## src/rtl/led_drv_pkg.sv

```systemverilog
// Shared constants and types for the LED PWM driver.
//   LED_W / LEDR_W / LEDG_W : widths of the packed LED word and its red/green parts
//   LEDR_* / LEDG_*         : bit ranges of the red and green LEDs in the LED word
//   led_state_t             : driver state (LAMP = lamp test, RUN = normal PWM)
package led_drv_pkg;

    localparam int LED_W    = 27;
    localparam int LEDR_W   = 18;
    localparam int LEDG_W   = 9;

    localparam int LEDR_LSB = 0;
    localparam int LEDR_MSB = 17;
    localparam int LEDG_LSB = 18;
    localparam int LEDG_MSB = 26;

    typedef enum logic {
        LAMP = 1'b0,
        RUN  = 1'b1
    } led_state_t;

endpackage

```

## src/rtl/led_tick_gen.sv

```systemverilog
// PWM timebase: a prescaler that divides clk down to PWM ticks, and the PWM
// counter that steps once per tick.
// Ports:
//   clk, reset_n  : clock, asynchronous active-low reset
//   tick          : high in the cycle the prescaler sits at CLK_DIV-1
//   pwm_cnt       : PWM counter, wraps every 2^PWM_BITS ticks
//   period_start  : tick on the last count of a period (combinational)
module led_tick_gen #(
    parameter int CLK_DIV  = 50,
    parameter int PWM_BITS = 4
) (
    input  logic                clk,
    input  logic                reset_n,
    output logic                tick,
    output logic [PWM_BITS-1:0] pwm_cnt,
    output logic                period_start
);

    // A single-cycle divider still needs a 1-bit register to stay legal.
    localparam int                  PRE_W   = (CLK_DIV > 1) ? $clog2(CLK_DIV) : 1;
    localparam logic [PRE_W-1:0]    PRE_MAX = PRE_W'(CLK_DIV - 1);
    localparam logic [PWM_BITS-1:0] CNT_MAX = '1;

    logic [PRE_W-1:0]    r_presc;
    logic [PWM_BITS-1:0] r_pwm_cnt;
    logic                w_tick;

    assign w_tick = (r_presc == PRE_MAX);

    always_ff @(posedge clk or negedge reset_n) begin
        if (!reset_n) begin
            r_presc   <= '0;
            r_pwm_cnt <= '0;
        end else begin
            r_presc <= w_tick ? '0 : r_presc + 1'b1;
            if (w_tick) begin
                r_pwm_cnt <= r_pwm_cnt + 1'b1;
            end
        end
    end

    assign tick         = w_tick;
    assign pwm_cnt      = r_pwm_cnt;
    assign period_start = w_tick && (r_pwm_cnt == CNT_MAX);

endmodule

```

## src/rtl/led_pwm_driver.sv

```systemverilog
// LED PWM driver: dims a 27-bit LED pattern with a fixed PWM duty. The pattern
// is latched into a shadow register only at period boundaries so a mid-period
// request change never produces a partial period. An optional lamp test lights
// every LED for LAMP_TEST_PERIODS periods after reset.
// Build option: define LED_LAMP_TEST_EN to include the lamp test; without it
// the driver starts directly in normal PWM operation.
// Ports:
//   clk, reset_n     : clock, asynchronous active-low reset
//   led_req          : requested pattern, [17:0] red, [26:18] green
//   blank            : synchronous force-all-off
//   ledr, ledg       : registered red / green LED drive, active-high
//   period_start     : one-cycle pulse, one cycle after each period boundary
//   lamp_test_active : high while the lamp test runs
//
// state | meaning
// LAMP  | lamp test: all LEDs on, counting period boundaries
// RUN   | normal PWM of the shadowed pattern, held until reset
module led_pwm_driver
    import led_drv_pkg::*;
#(
    parameter int CLK_DIV           = 50,
    parameter int PWM_BITS          = 4,
    parameter int DUTY              = 12,
    parameter int LAMP_TEST_PERIODS = 1000
) (
    input  logic              clk,
    input  logic              reset_n,
    input  logic [LED_W-1:0]  led_req,
    input  logic              blank,
    output logic [LEDR_W-1:0] ledr,
    output logic [LEDG_W-1:0] ledg,
    output logic              period_start,
    output logic              lamp_test_active
);

    generate
        if (CLK_DIV < 1) begin : g_bad_clk_div
            $fatal(1, "led_pwm_driver: CLK_DIV must be >= 1");
        end
        if (DUTY < 0 || DUTY > (1 << PWM_BITS)) begin : g_bad_duty
            $fatal(1, "led_pwm_driver: DUTY must lie in 0..2^PWM_BITS");
        end
        if (LAMP_TEST_PERIODS < 1) begin : g_bad_lamp
            $fatal(1, "led_pwm_driver: LAMP_TEST_PERIODS must be >= 1");
        end
    endgenerate

    // One extra bit so DUTY = 2^PWM_BITS compares as always-on.
    localparam logic [PWM_BITS:0] DUTY_V = (PWM_BITS + 1)'(DUTY);

    logic                w_tick;
    logic [PWM_BITS-1:0] w_pwm_cnt;
    logic                w_period_start;
    logic                w_pwm_on;
    logic                w_lamp_on;
    logic [LED_W-1:0]    w_led_nxt;

    logic [LED_W-1:0]    r_shadow;
    logic [LED_W-1:0]    r_led;
    logic                r_period_start;

    led_tick_gen #(
        .CLK_DIV  (CLK_DIV),
        .PWM_BITS (PWM_BITS)
    ) u_tick_gen (
        .clk          (clk),
        .reset_n      (reset_n),
        .tick         (w_tick),
        .pwm_cnt      (w_pwm_cnt),
        .period_start (w_period_start)
    );

    // A period boundary can only ever fall on a PWM tick.
    a_boundary_on_tick : assert property (
        @(posedge clk) disable iff (!reset_n) w_period_start |-> w_tick
    );

    assign w_pwm_on = ({1'b0, w_pwm_cnt} < DUTY_V);

`ifdef LED_LAMP_TEST_EN
    localparam int               LAMP_W    = (LAMP_TEST_PERIODS > 1) ? $clog2(LAMP_TEST_PERIODS) : 1;
    localparam logic [LAMP_W-1:0] LAMP_LAST = LAMP_W'(LAMP_TEST_PERIODS - 1);

    led_state_t        r_state;
    led_state_t        w_state_nxt;
    logic [LAMP_W-1:0] r_lamp_cnt;
    logic [LAMP_W-1:0] w_lamp_cnt_nxt;
    logic              r_lamp_active;

    always_ff @(posedge clk or negedge reset_n) begin
        if (!reset_n) begin
            r_state       <= LAMP;
            r_lamp_cnt    <= '0;
            r_lamp_active <= 1'b1;
        end else begin
            r_state       <= w_state_nxt;
            r_lamp_cnt    <= w_lamp_cnt_nxt;
            r_lamp_active <= (w_state_nxt == LAMP);
        end
    end

    always_comb begin
        w_state_nxt    = r_state;
        w_lamp_cnt_nxt = r_lamp_cnt;
        case (r_state)
            LAMP: begin
                if (w_period_start) begin
                    if (r_lamp_cnt == LAMP_LAST) begin
                        w_state_nxt    = RUN;
                        w_lamp_cnt_nxt = '0;
                    end else begin
                        w_lamp_cnt_nxt = r_lamp_cnt + 1'b1;
                    end
                end
            end
            RUN:     w_state_nxt = RUN;
            default: w_state_nxt = RUN;
        endcase
    end

    assign w_lamp_on        = (r_state == LAMP);
    assign lamp_test_active = r_lamp_active;
`else
    assign w_lamp_on        = 1'b0;
    assign lamp_test_active = 1'b0;
`endif

    // Blank wins over everything but only gates the outputs; the timebase and
    // the shadow capture keep running so the PWM phase never slips.
    always_comb begin
        w_led_nxt = r_shadow & {LED_W{w_pwm_on}};
        if (blank) begin
            w_led_nxt = '0;
        end else if (w_lamp_on) begin
            w_led_nxt = '1;
        end
    end

    always_ff @(posedge clk or negedge reset_n) begin
        if (!reset_n) begin
            r_shadow       <= '0;
            r_led          <= '0;
            r_period_start <= 1'b0;
        end else begin
            if (w_period_start) begin
                r_shadow <= led_req;
            end
            r_led          <= w_led_nxt;
            r_period_start <= w_period_start;
        end
    end

    assign ledr         = r_led[LEDR_MSB:LEDR_LSB];
    assign ledg         = r_led[LEDG_MSB:LEDG_LSB];
    assign period_start = r_period_start;

endmodule

```

## config.mk

```make
export PLATFORM = sky130hd
export DESIGN_NAME = led_pwm_driver
export DESIGN_NICKNAME = d
export VERILOG_FILES = /design/src/rtl/led_drv_pkg.sv /design/src/rtl/led_tick_gen.sv /design/src/rtl/led_pwm_driver.sv
export SDC_FILE = /design/constraint.sdc
export NUM_CORES = 1
export LEC_CHECK = 0
export ABC_AREA = 0
export ABC_CLOCK_PERIOD_IN_PS = 3840
export CORE_ASPECT_RATIO = 0.8
export CORE_MARGIN = 4
export CORE_UTILIZATION = 40
export DETAILED_ROUTE_END_ITERATION = 10
export PLACE_DENSITY = 0.67
export SETUP_SLACK_MARGIN = 0.1
export SLEW_MARGIN = 10
export SYNTH_ARGS = -nofsm -noshare
export SYNTH_HDL_FRONTEND = slang
export SYNTH_SLANG_ARGS = --single-unit
```

## constraint.sdc

```tcl
create_clock -name clk -period 3.84 [get_ports clk]
set_input_delay 0.768 -clock clk [delete_from_list [all_inputs] [get_ports clk]]
set_output_delay 0.768 -clock clk [all_outputs]
set_load 0.03 [all_outputs]
```

# After elaboration in Yosys (flattened, before gate mapping)
# Index checks and enable logic that the tools add are counted.
# op_classes
addsub	2
order_cmp	1
eq_ne	2
mux	2
n_bitwise	1
reduce_logical	1
# ops
operator	n
AND 27 bit	1
two-way mux 27 bit	1
adder 6 x 1 -> 6 bit (second input constant)	1
== test 6 bit (second input constant)	1
two-way mux 6 bit	1
adder 4 x 1 -> 4 bit (second input constant)	1
== test 4 bit (second input constant)	1
less-than comparator 4 bit (second input constant)	1
logical AND 1 bit	1
# word_totals
regBits	65
inputBits	30
out_inout_bits	29
word_cells	14

# Logic depth before layout (Yosys ltp)
# depth
word_depth	3
ltp_mapped	7

# Hierarchy
# Synthesis repeated with hierarchy kept, for this count alone.
# unflattened
cells_unflattened	157
hier_area_um2	2519.9
# by_module_without_submodules
module	n_inst	cells_each	area_each_um2
led_pwm_driver	1	117	2018.2
led_tick_gen	1	40	501.7

# Worst setup path after synthesis
# No wires, ideal clock.
# synth_timing
path_kind	register to register
start	register u_tick_gen.r_presc[1]
end	register r_shadow[10]
arrival_time_ns	1.583
slack_ns	2.132
path_stages_with_launch	8
n_path_buf	2
period_less_slack_ns	1.708
path_cell_list	dfrtp_1 inv_1 ha_1 nor3b_4 and4_4 buf_12 buf_12 mux2_4
# synth_via
elab_chain_len	2
# synth_rtl
element	line	rtl
from (decl)	led_tick_gen.sv:24	logic [PRE_W-1:0] r_presc;
from (signal assigned)	led_tick_gen.sv:35	r_presc <= w_tick ? '0 : r_presc + 1'b1;
== test 6 bit	led_tick_gen.sv:28	assign w_tick = (r_presc == PRE_MAX);
logical AND 1 bit	led_tick_gen.sv:44	assign period_start = w_tick && (r_pwm_cnt == CNT_MAX);
to (signal assigned)	led_pwm_driver.sv:146	r_shadow <= led_req;
to (decl)	led_pwm_driver.sv:58	logic [LED_W-1:0] r_shadow;
# No other way between the ends.
# A chain may end at the register's enable or synchronous reset.

# Worst setup path in the final report
# layout_timing
start	register r_led[14]
end	output port ledr[14]
# layout_rtl
element	line	rtl
from (decl)	led_pwm_driver.sv:59	logic [LED_W-1:0] r_led;
from (signal assigned)	led_pwm_driver.sv:148	r_led <= w_led_nxt;
to (decl)	led_pwm_driver.sv:30	output logic [LEDR_W-1:0] ledr,
# No word-level cell between the ends.

==> impl_metrics.toml <==
[synthesis]
ys_types = 22
ys_ff_latch = 65
syn_inst = 155
syn_avg_cell_area_um2 = 16.0
syn_nets = 188
synth_area_um2 = 2470
ys_seq_area_share_pct = 65.8
yosysWarnings = 0

[global_route]
grt_max_degree = 38
grt_use_total_pct = 12.7
grt_overflow_total = 0
grt_pass1_wl_um = 6990
grt_pass1_vias = 1406
antenna_found_initial = 0

[clocking]
ctsHtreeMaxLevel = 3
clkSlewWorstSetupHoldPaths_ps = 70
cts_buffers = 9
cts-resized-gates = 0
root_buffer = "clkbuf_8"
clkSinkCount = 65
clockBufferDepth = 2
cts_tree = "done"
ctsHoldBuffers = 0
clock_latency_ps = 340
postCtsSetupRepairBufs = 0

[sta]
hold_violations = 0
fin_crit_ps = 2130
drv_slew = 0
maxSlewHeadroom_pct = 36.0
tightest_slew_ps = 961
final.setup.tns_ps = 0
rsz0062_at_grt = "false"
finalCritPeriodShare_pct = 55.4
fin_skew_ps = 6.26
setup_viol = 0
fmax_mhz = 470
hold_slack_ps = 433

[worst_setup_path]
path_class = "flip-flop to output port"
ff2ff_path_depth = 5
r2r-end = "r_shadow[6]"
r2r_slack_ps = 1870
path_cells = "clkdlybuf4s50_1"
startpoint_type = "flip-flop"
crit_fanout = 1
critical_path.max_stage_delay_ps = 670
worst_setup_path_end_kind = "output port"
worstReg2RegStart = "u_tick_gen.r_presc[1]"
critPathArrivalTime_ps = 1360
path_buf_inv = 1
crit_slowest_cell = "clkdlybuf4s50_1"
required_ps = 3070
crit_family = "buffers and inverters"

[place]
gp_congestion = 0.700
postPlaceCellArea_um2 = 3070
dp_hpwl_um = 2780
place_inst = 287
io_buffers = 57

[final_layout]
area_growth_pct = 32.7
diodes = 0
drive_gt1_share_pct = 23.0
final_nets = 250
post_layout_nonfiller_instances = 303
finalInstanceArea_um2 = 3280

[power_and_ir_drop]
p_sw_share_pct = 20.1
p_total_mw = 1.34
p_seq_share_pct = 51.0
p_int_mw = 1.07
p_per_area_nw_per_um2 = 409
p_leak_nw = 1.55
irDropWorstVdd_uv = 218
clkPwrFrac_pct = 45.4
switching_power_uw = 269
p_comb_share_pct = 3.5

[drt]
via_per_inst = 4.35
totalWireLength_um = 4110
routedWlPerCell_um = 13.6
final_antenna_net_count = 0
vias = 1319
drc = 0
drt_iter0_markers = 7
drtPass1Iterations = 3

[run]
maxCapViolations = 0

[worst_hold_path]
hold_path_class = "input pin to async pin"

[floorplanning]
die_w_um = 95.9
fp.dieArea_um2 = 7510
die_h_um = 78.3
pin_count = 59
start_util_pct = 41.6
core_area_um2 = 5940
rows = 25

[status]
status = "finished, final reports clean"
## synth_stat cells
master | count | share of area, %
nand3_1 | 2 | 0.40
buf_12 | 3 | 2.4
nand4_1 | 2 | 0.51
ha_1 | 3 | 1.5
mux2_2 | 9 | 4.1
clkbuf_1 | 3 | 0.46
dfrtp_1 | 65 | 66
inv_1 | 1 | 0.15
conb_1 | 1 | 0.15
buf_4 | 1 | 0.30
a21oi_1 | 3 | 0.61
and3_2 | 1 | 0.30
nor2_1 | 4 | 0.61
and2_1 | 27 | 6.8
and4_2 | 1 | 0.40
a21o_2 | 1 | 0.35
xnor2_1 | 4 | 1.4
nor3b_4 | 1 | 0.76
xor2_1 | 2 | 0.71
mux2_4 | 19 | 12
and3_1 | 1 | 0.25
and4_4 | 1 | 0.46
## sequential cells by signal, summed over array words and instances, names as in the netlist
register and cells:
r_shadow 27, r_led 27, period_start 1, u_tick_gen.r_presc 6, u_tick_gen.pwm_cnt 4
## area by class of cell
| class | instances | area [um^2] |
|---|---|---|
| Timing Repair Buffer | 58 | 573 |
| Tap cell | 81 | 101 |
| Clock buffer | 10 | 128 |
| Multi-Input combinational cell | 82 | 768 |
| Inverter | 1 | 3.75 |
| Clock inverter | 6 | 82.6 |
| Fill cell | 498 | 2660 |
| Sequential cell | 65 | 1630 |
## worst max path at each step
stage	slack [ps]	endpoint	cells after the start	from
after detailed placement	1590	r_led[14]	3	blank
after CTS	1680	ledg[3]	1	r_led[21]
after global placement	1610	r_led[13]	3	blank
final	1710	ledr[14]	1	r_led[14]
after global routing	1640	ledr[14]	1	r_led[14]
after floorplan	2130	r_shadow[10]	7	u_tick_gen.r_presc[1]
## placed cells by master (no fill, tap or decap), drive strengths merged
master,n
dfrtp,65
clkdlybuf4s50,56
mux2,28
and2,27
clkbuf,10
nor2,4
xnor2,4
ha,3
clkinv,3
a21oi,3
nand3,2
xor2,2
nand4,2
bufinv,2
and3,2
and4,2
buf,2
nor3b,1
inv,1
a21o,1
conb,1
clkinvlp,1
## layer usage
metal	vias to the layer above	wire, um	global-route usage (%)
met5	-	0	0
met4	0	23	4.69
met1	646	1830	16.1
met2	35	1970	18.1
li1	636	-	-
met3	2	289	7.18
## power groups by stage
stage	Clock [mW]	Combinational, mW	Sequential, mW
CTS	0.630	0.0496	0.684
detailed placement	0	0.0495	0.697
finish	0.610	0.0476	0.685
global route	0.668	0.0538	0.684
floorplan	0	0.00511	0.698
global placement	0	0.0492	0.697
## per-stage QoR
stage / util, % / worst slack [ps]
floorplan: - / 2130
global placement: 51.7 / 1610
detailed placement: 51.7 / 1590
CTS: 55.2 / 1680
global route: 55.2 / 1640
finish: 55.2 / 1710
## cell families after synthesis
logic type / share of synthesized area (%)
other cells: 0.152
xor+xnor: 2.12
fa+ha+maj: 1.52
flops: 65.8
compound gates: 0.961
mux: 15.6
simple gates: 10.5
buf+inv: 3.34
No activity file was read; power rests on OpenSTA's default activity.
